--- config.mk ---
export PLATFORM = sky130hd
export DESIGN_NAME = winograd_tile_serializer
export DESIGN_NICKNAME = d
export VERILOG_FILES = /design/src/rtl/winograd_pkg.sv /design/src/rtl/wg_rc_counter.sv /design/src/rtl/winograd_tile_serializer.sv
export SDC_FILE = /design/constraint.sdc
export NUM_CORES = 2
export LEC_CHECK = 0
export ABC_AREA = 1
export CAP_MARGIN = 20
export CORE_AREA = 8 8 502 504
export DETAILED_ROUTE_END_ITERATION = 10
export DIE_AREA = 0 0 510 512
export HOLD_SLACK_MARGIN = 0.05
export SYNTH_ARGS = -nofsm -noshare
export SYNTH_HDL_FRONTEND = slang
export SYNTH_SLANG_ARGS = --single-unit
--- constraint.sdc ---
create_clock -name clk -period 75.9 [get_ports clk]
set_input_delay 15.18 -clock clk [delete_from_list [all_inputs] [get_ports clk]]
set_output_delay 15.18 -clock clk [all_outputs]
set_load 0.005 [all_outputs]
--- src/rtl/winograd_pkg.sv ---
// Shared Winograd tile types and dimensions, common to the normalization stage
// and the tile serializer.
package winograd_pkg;

  localparam int WG_TILE_ROWS = 8;
  localparam int WG_TILE_COLS = 10;
  localparam int WG_DATA_W    = 16;

  typedef logic [WG_DATA_W-1:0] wg_tile_t [WG_TILE_ROWS][WG_TILE_COLS];

  typedef enum logic {
    IDLE   = 1'b0,
    STREAM = 1'b1
  } ser_state_e;

endpackage

--- src/rtl/wg_rc_counter.sv ---
// Row-major row/column index counter with clear, enable and wrap-around.
// It wraps from the last element straight back to [0][0].
module wg_rc_counter #(
  parameter int ROWS = 8,
  parameter int COLS = 10
) (
  input  logic                    clk,
  input  logic                    rst_n,
  input  logic                    i_clr,
  input  logic                    i_en,
  output logic [$clog2(ROWS)-1:0] o_row,
  output logic [$clog2(COLS)-1:0] o_col,
  output logic                    o_last
);

  localparam int RW = $clog2(ROWS);
  localparam int CW = $clog2(COLS);
  localparam logic [RW-1:0] ROW_MAX = RW'(ROWS - 1);
  localparam logic [CW-1:0] COL_MAX = CW'(COLS - 1);

  logic [RW-1:0] r_row;
  logic [CW-1:0] r_col;

  // Clear has priority so a new tile always starts at [0][0].
  always_ff @(posedge clk or negedge rst_n) begin
    if (!rst_n) begin
      r_row <= '0;
      r_col <= '0;
    end else if (i_clr) begin
      r_row <= '0;
      r_col <= '0;
    end else if (i_en) begin
      if (r_col != COL_MAX) begin
        r_col <= r_col + 1'b1;
      end else begin
        r_col <= '0;
        r_row <= (r_row == ROW_MAX) ? '0 : r_row + 1'b1;
      end
    end
  end

  assign o_row  = r_row;
  assign o_col  = r_col;
  assign o_last = (r_row == ROW_MAX) && (r_col == COL_MAX);

endmodule

--- src/rtl/winograd_tile_serializer.sv ---
// Captures a normalized Winograd output tile in one cycle and streams it
// row-major, one element per handshake, accepting the next tile back-to-back.
module winograd_tile_serializer
  import winograd_pkg::*;
#(
  parameter int ROWS   = WG_TILE_ROWS,
  parameter int COLS   = WG_TILE_COLS,
  parameter int DATA_W = WG_DATA_W
) (
  input  logic                    clk,
  input  logic                    rst_n,
  input  logic                    tile_valid,
  output logic                    tile_ready,
  input  logic [DATA_W-1:0]       tile_data [ROWS][COLS],
  output logic                    out_valid,
  input  logic                    out_ready,
  output logic [DATA_W-1:0]       out_data,
  output logic [$clog2(ROWS)-1:0] out_row,
  output logic [$clog2(COLS)-1:0] out_col,
  output logic                    out_last,
  output logic                    busy
);

  ser_state_e r_state;
  ser_state_e w_state_next;

  logic [DATA_W-1:0]       r_hold [ROWS][COLS];
  logic [$clog2(ROWS)-1:0] w_row;
  logic [$clog2(COLS)-1:0] w_col;
  logic                    w_cnt_last;
  logic                    w_tile_hs;
  logic                    w_elem_hs;

  assign w_tile_hs = tile_valid && tile_ready;
  assign w_elem_hs = out_valid && out_ready;

  wg_rc_counter #(
    .ROWS (ROWS),
    .COLS (COLS)
  ) u_rc_counter (
    .clk    (clk),
    .rst_n  (rst_n),
    .i_clr  (w_tile_hs),
    .i_en   (w_elem_hs),
    .o_row  (w_row),
    .o_col  (w_col),
    .o_last (w_cnt_last)
  );

  always_ff @(posedge clk or negedge rst_n) begin
    if (!rst_n) begin
      r_state <= IDLE;
    end else begin
      r_state <= w_state_next;
    end
  end

  // Holding register is deliberately left unreset; it is only ever read in STREAM.
  always_ff @(posedge clk) begin
    if (w_tile_hs) begin
      r_hold <= tile_data;
    end
  end

  always_comb begin
    w_state_next = r_state;
    tile_ready   = 1'b0;
    out_valid    = 1'b0;
    out_data     = '0;
    out_row      = '0;
    out_col      = '0;
    out_last     = 1'b0;
    busy         = 1'b0;
    case (r_state)
      IDLE: begin
        tile_ready = 1'b1;
        if (tile_valid) begin
          w_state_next = STREAM;
        end
      end
      STREAM: begin
        out_valid = 1'b1;
        busy      = 1'b1;
        out_data  = r_hold[w_row][w_col];
        out_row   = w_row;
        out_col   = w_col;
        out_last  = w_cnt_last;
        // A new tile may only land as the last element leaves, keeping the stream gapless.
        tile_ready = w_cnt_last && out_ready;
        if (w_cnt_last && out_ready && !tile_valid) begin
          w_state_next = IDLE;
        end
      end
      default: begin
        w_state_next = IDLE;
      end
    endcase
  end

endmodule

**Yosys cells after proc, flatten, opt, wreduce, memory -nomap -nowiden**

Cells that the tools add are included.
W data, S select, Z words.

- Bitwise gates (word level): 3
- $add $sub $neg: 2
- Order comparisons: 2
- Equal/unequal tests: 4
- Reduce and logical (&&, ||, !) cells: 8
- Mux-type cells: 22

Operators by type and width:

| kind | count |
|---|---|
| $bmux W160 S3 | 1 |
| $mux W160 | 2 |
| $bmux W16 S4 | 1 |
| $mux W16 | 3 |
| $mux W4 | 4 |
| $mux W3 | 5 |
| $ge A5 B5 Y1 const B | 1 |
| $logic_and A1 B1 Y1 | 5 |
| $not A4 Y5 | 1 |
| $add A4 B1 Y4 const B | 1 |
| $eq A4 B4 Y1 const B | 1 |
| $ge A4 B4 Y1 const B | 1 |
| $mux W1 | 4 |
| $ne A4 B4 Y1 const B | 1 |
| $not A3 Y4 | 1 |
| $pmux W1 S2 | 2 |
| $add A3 B1 Y3 const B | 1 |
| $eq A3 B3 Y1 const B | 1 |
| $ne A2 B1 Y1 const B | 1 |
| $reduce_and A2 Y1 | 1 |
| $reduce_bool A2 Y1 | 1 |
| $logic_not A1 Y1 | 1 |
| $not A1 Y1 | 1 |

- Flip-flop bits (word level): 1288
- Input bits: 1284

**Depth between registers and ports, before layout**

- Depth after elaboration: 8
- Mapped depth: 15

**Hierarchy**

From an unflattened synthesis, not the netlist that was laid out.

- Cell total of the unflattened synthesis: 4616
- Area total of the unflattened synthesis: 53039.6 sq um

By module, submodules not included:

| module | times used | cells each | area each (sq um) | sequential area each (sq um) |
|---|---|---|---|---|
| winograd_tile_serializer | 1 | 4566 | 52624.2 | 38461.9 |
| wg_rc_counter | 1 | 50 | 415.4 | 175.2 |

**Worst setup path before layout**

No wires, ideal clock.

- Path kind: in2reg
- From: input port tile_valid
- To: register u_rc_counter.r_row[0], in the netlist u_rc_counter.o_row[0]
- Buffers on the path: 0
- Stages on the path: 5
- Arrival: 82.204 ns
- Library setup time: 0.207 ns
- Data required time: 75.693 ns
- Setup slack: -6.511 ns
- Path through: inv_1 > a21oi_1 > inv_1 > nand4_1 > o21ai_0

- Cells in the longest elaborated chain, start to end: 3
- Elaborated cells on any way between the ends: 5

Ends and longest elaborated chain:

| item | RTL line | text |
|---|---|---|
| start, declared | winograd_tile_serializer.sv:12 | `input logic tile_valid,` |
| $logic_and A1 B1 Y1 (*) | winograd_tile_serializer.sv:34 | `assign w_tile_hs = tile_valid && tile_ready;` |
| $ne A2 B1 Y1 (no source line) or $reduce_bool A2 Y1 (tied branches) | - |  |
| $reduce_and A2 Y1 (no source line) | - |  |
| end signal, assigned | wg_rc_counter.sv:37 | `r_row <= (r_row == ROW_MAX) ? '0 : r_row + 1'b1;` |
| end, declared | wg_rc_counter.sv:21 | `logic [RW-1:0] r_row;` |

Mark *: on every way between the ends. The rest lies on a longest branch, timed or not.
A chain may end at the register's enable or synchronous reset.

**Worst setup path in the final report**

- From: input port out_ready
- To: output port tile_ready

- Cells in the longest elaborated chain, start to end: 2

Ends and longest elaborated chain:

| item | RTL line | text |
|---|---|---|
| start, declared | winograd_tile_serializer.sv:16 | `input logic out_ready,` |
| $logic_and A1 B1 Y1 | winograd_tile_serializer.sv:89 | `tile_ready = w_cnt_last && out_ready;` |
| $pmux W1 S2 | winograd_tile_serializer.sv:74 | `case (r_state)` |
| end, declared | winograd_tile_serializer.sv:13 | `output logic tile_ready,` |

No other way between the ends.

==> impl_summary.md <==
Placed design
Timing analysis after detailed placement gives a worst setup slack of 43.57 ns. In this run the cell area measured after placement is 0.0694 mm2. The placer congestion estimate is 0.925. Once detailed placement completed, the half-perimeter wirelength came to 203000 um. The number of placed instances, taps included, is 8918.

The count of buffers inserted at the top-level ports is 1310.

STA
The count of final hold-check violations is 0. The final count of pins violating max slew is 0. For the pin with the worst max-slew slack, the measured transition is 1.09 ns.

The number of failing setup endpoints in the final timing report is 0. The period utilization is 42.6%. The peak clock frequency supported by timing is 31.0 MHz. Setup repair after global routing left no endpoint under its margin. The setup clock skew after layout is 0.0281 ns. The minimum clock period is 32.31 ns. Measured against its own limit, the worst slew margin works out to 27.6%. The final worst-path setup slack is 43.59 ns.

After routing, the total negative slack on setup checks comes to 0 ns.

Yosys
The adder-cell share of the synthesized area is 0.0945%. The total of flip-flops plus latches after synthesis is 1288. The netlist uses 25 different library cells. The netlist area before placement is 0.0530 mm2.

Summing the areas of all xor and xnor instances in the mapped netlist gives 0.0331% of the synthesized area. Ranked by total cell area, the synthesized netlist is headed by sky130_fd_sc_hd__edfxtp_1, sky130_fd_sc_hd__nand2_1, sky130_fd_sc_hd__nand3_1, sky130_fd_sc_hd__inv_1, sky130_fd_sc_hd__o21ai_0. The top-area cell type share of the netlist area is 72.6%.

In the synthesized netlist, mux cells make up 0% of the area. Synthesis produced 4601 cells. The Yosys step of the flow raised 0 warnings. The synthesized netlist devotes 2.63% of its cell area to compound gates. The mean post-synth cell area is 11.5 um2.

The portion of the post-synthesis area used by sequential elements is 72.9%. Counting every net in the synthesized netlist gives 5889. The cell type with the largest total area after synthesis is sky130_fd_sc_hd__edfxtp_1. After Yosys synthesis, and, or, nand and nor cells account for 19.2% of the synthesized area. By area, the combinational part of the netlist is dominated by simple AND/OR/NAND/NOR gates.

Routing
After detailed routing, the number of vias per cell comes to 4.43. The routed design has 264000 um of wire. In the routed design, unresolved DRC markers number 0. Dividing the detail-routed wire length by the instance count gives 28.5 um. The number of iterations in the first detailed-routing pass is 5.

Across all layers, the routed design uses 41008 vias. The antenna violation net count after detailed routing is 0. After the first detailed-routing iteration, the DRC count stood at 3901.

Critical path
The critical path arrival is 17.13 ns. The top fanout value on the critical path is 2. The worst setup path is captured at a primary output. The sort of element at the start of the critical path is an input port. The required time of the worst setup path is 60.72 ns. The worst setup path is of the in2out kind.

Die
The count of standard-cell rows is 182. 1311 I/O pins were placed. The floorplan step defined a die boundary enclosing 0.261 mm2. The die is 510 um wide. The die is 512 um tall.

The core box area is 0.244 mm2. The initial core utilization is 21.7%.

Clocking
The H-tree depth is 4. The clock buffer count from CTS is 151. The CTS sink count is 1288. The clock tree from TritonCTS is yes.

After clock tree synthesis, the clock-pin slew on the worst setup and hold paths is 0.06 ns. In this run the deepest clock path goes through 3 buffers. At the later pin of the worst-skew pair, clock insertion delay measures 0.80 ns. The number of buffers inserted for hold repair after clock tree synthesis is 0.

After clock tree synthesis, the setup repair step added 0 buffers. The number of gates resized after CTS was 0. The tree is rooted in a sky130_fd_sc_hd__clkbuf_16.

Global routing
The first-pass GRT wire length is 348000 um. The via count of the first global-routing pass was 41403. In the global route stage, overall resource usage came out at 19.3%. The number of antenna violations at the first check in global routing is 125.

The pin count of the biggest net entering global routing is 149. The global route total overflow is 0.

Cells and area
The count of cells in the finished layout, fillers not included, comes to 9250. The relative area change from synthesis to final layout is 40.7%. The number of inserted filler cells in the final layout is 25083.

The fraction of layout cells with a size suffix above 1 is 4.90%. After routing the design area is 0.0746 mm2. Summing all flip-flop and latch instances after layout gives 0.0387 mm2. The area of the multi-input gates is 0.0117 mm2. The number of nets at the end of the flow is 7142.

Power
The total power draw is 2.47 mW. The power density over the cells is 33.1 mW/mm2. The sequential share of power is 32.9%.

The combinational group share of total power is 37.2%. The maximum VDD drop is 0.0000278 V. The switching share of power is 40.5%. In this run the power spent charging and discharging nets is 1.00 mW. The internal power is 1.47 mW.

The clock network accounts for 29.9% of the total power. The analysis attributes to cell leakage a power of 27.2 nW.

Run
Across the run, the number of max-cap violations was 0.

Min path
In this run the worst hold path is classified as reg2reg.

Run status
The run finished with clean final reports.
-- final cells by class --
type | instances | area share (%)
multi-input cells | 2681 | 15.7
inverters | 356 | 1.83
clock inverters | 92 | 1.44
repair buffers | 1376 | 18.4
diodes | 56 | 0.188
flip-flops and latches | 1288 | 51.8
well taps | 3220 | 5.40
clock buffers | 181 | 5.25
-- metrics by stage --
step                      hold slack (ns)  util [%]
after floorplan                     0.561         -
after global placement              0.606      28.4
after detailed placement            0.611      28.4
after CTS                           0.627      30.4
after global routing                0.691      30.5
final                               0.617      30.5
-- critical path, stage by stage --
cell and delay, ns:
sky130_fd_sc_hd__clkdlybuf4s50_1 0.59, sky130_fd_sc_hd__nand3_1 0.21, sky130_fd_sc_hd__nand2_1 0.50, sky130_fd_sc_hd__clkdlybuf4s50_1 0.63
-- state kept, by name (all words and copies together), names as in the netlist --
register and count:
r_hold 1280, u_rc_counter.o_col 4, u_rc_counter.o_row 3, r_state 1
-- path summary, 6_finish.rpt --
kind / from / endpoint / slack, ns / depth (start not counted)
hold / removal: u_rc_counter.o_col[3]$_DFFE_PN0P_ / u_rc_counter.o_col[3]$_DFFE_PN0P_ / 0.62 / 2
min in group asynchronous: rst_n / u_rc_counter.o_row[0]$_DFFE_PN0P_ / 14.73 / 1
setup / recovery: out_ready / tile_ready / 43.59 / 4
setup reg to reg: u_rc_counter.o_row[0]$_DFFE_PN0P_ / r_hold[599]$_DFFE_PN_ / 69.36 / 10
max in group asynchronous: rst_n / u_rc_counter.o_col[0]$_DFFE_PN0P_ / 60.79 / 1
hold reg to reg: u_rc_counter.o_col[3]$_DFFE_PN0P_ / u_rc_counter.o_col[3]$_DFFE_PN0P_ / 0.62 / 2
-- layout by cell type (no fill, tap or decap), drive strengths merged --
cell	n
nand2	1503
clkdlybuf4s50	1310
edfxtp	1280
nand3	803
inv	362
clkbuf	181
nor2	135
o21ai	132
buf	66
clkinv	61
diode	56
o221ai	49
a21oi	18
o22ai	16
o211ai	15
bufinv	14
clkinvlp	11
dfrtp	8
ha	4
xor2	2
nand4	2
nor3	1
and3	1
-- cell families (layout without fill, tap and decap cells) --
logic type	Yosys count	after routing
compound gates	230	230
other cells	0	56
xor+xnor	2	2
flops	1288	1288
buf+inv	632	2005
simple gates	2445	2445
fa+ha+maj	4	4
-- power by group through the flow --
stage               combinational, mW  clock (mW)  sequential, mW
global route                    0.998       0.782           0.814
floorplan                       0.462           0           0.828
detailed placement              0.953           0           0.828
CTS                             0.955       0.760           0.813
global placement                0.951           0           0.828
finish                          0.917       0.738           0.812
-- cell usage after synthesis --
cell type / count
sky130_fd_sc_hd__buf_1: 31
sky130_fd_sc_hd__nor3_1: 1
sky130_fd_sc_hd__nor2_1: 135
sky130_fd_sc_hd__nand3_1: 803
sky130_fd_sc_hd__o21ai_1: 1
sky130_fd_sc_hd__nand2_1: 1503
sky130_fd_sc_hd__inv_1: 348
sky130_fd_sc_hd__o21ai_0: 131
sky130_fd_sc_hd__nand4_1: 2
sky130_fd_sc_hd__xor2_1: 2
sky130_fd_sc_hd__clkbuf_1: 96
sky130_fd_sc_hd__clkinv_1: 5
sky130_fd_sc_hd__buf_2: 111
sky130_fd_sc_hd__buf_6: 8
sky130_fd_sc_hd__o22ai_1: 16
sky130_fd_sc_hd__o211ai_1: 15
sky130_fd_sc_hd__buf_4: 29
sky130_fd_sc_hd__a21oi_1: 18
sky130_fd_sc_hd__ha_1: 4
sky130_fd_sc_hd__inv_2: 3
sky130_fd_sc_hd__buf_8: 1
sky130_fd_sc_hd__o221ai_1: 49
sky130_fd_sc_hd__edfxtp_1: 1280
sky130_fd_sc_hd__dfrtp_1: 8
sky130_fd_sc_hd__and3_1: 1
-- routing by layer --
| layer | up-vias | track usage [%] | routed length (um) |
|---|---|---|---|
| li1 | 18394 | - | - |
| met1 | 20085 | 23.4 | 105000 |
| met5 | - | 0 | 461 |
| met2 | 2006 | 31.6 | 124000 |
| met4 | 74 | 7.27 | 9820 |
| met3 | 449 | 6.54 | 24800 |
Power figures use the tool's default switching activity.
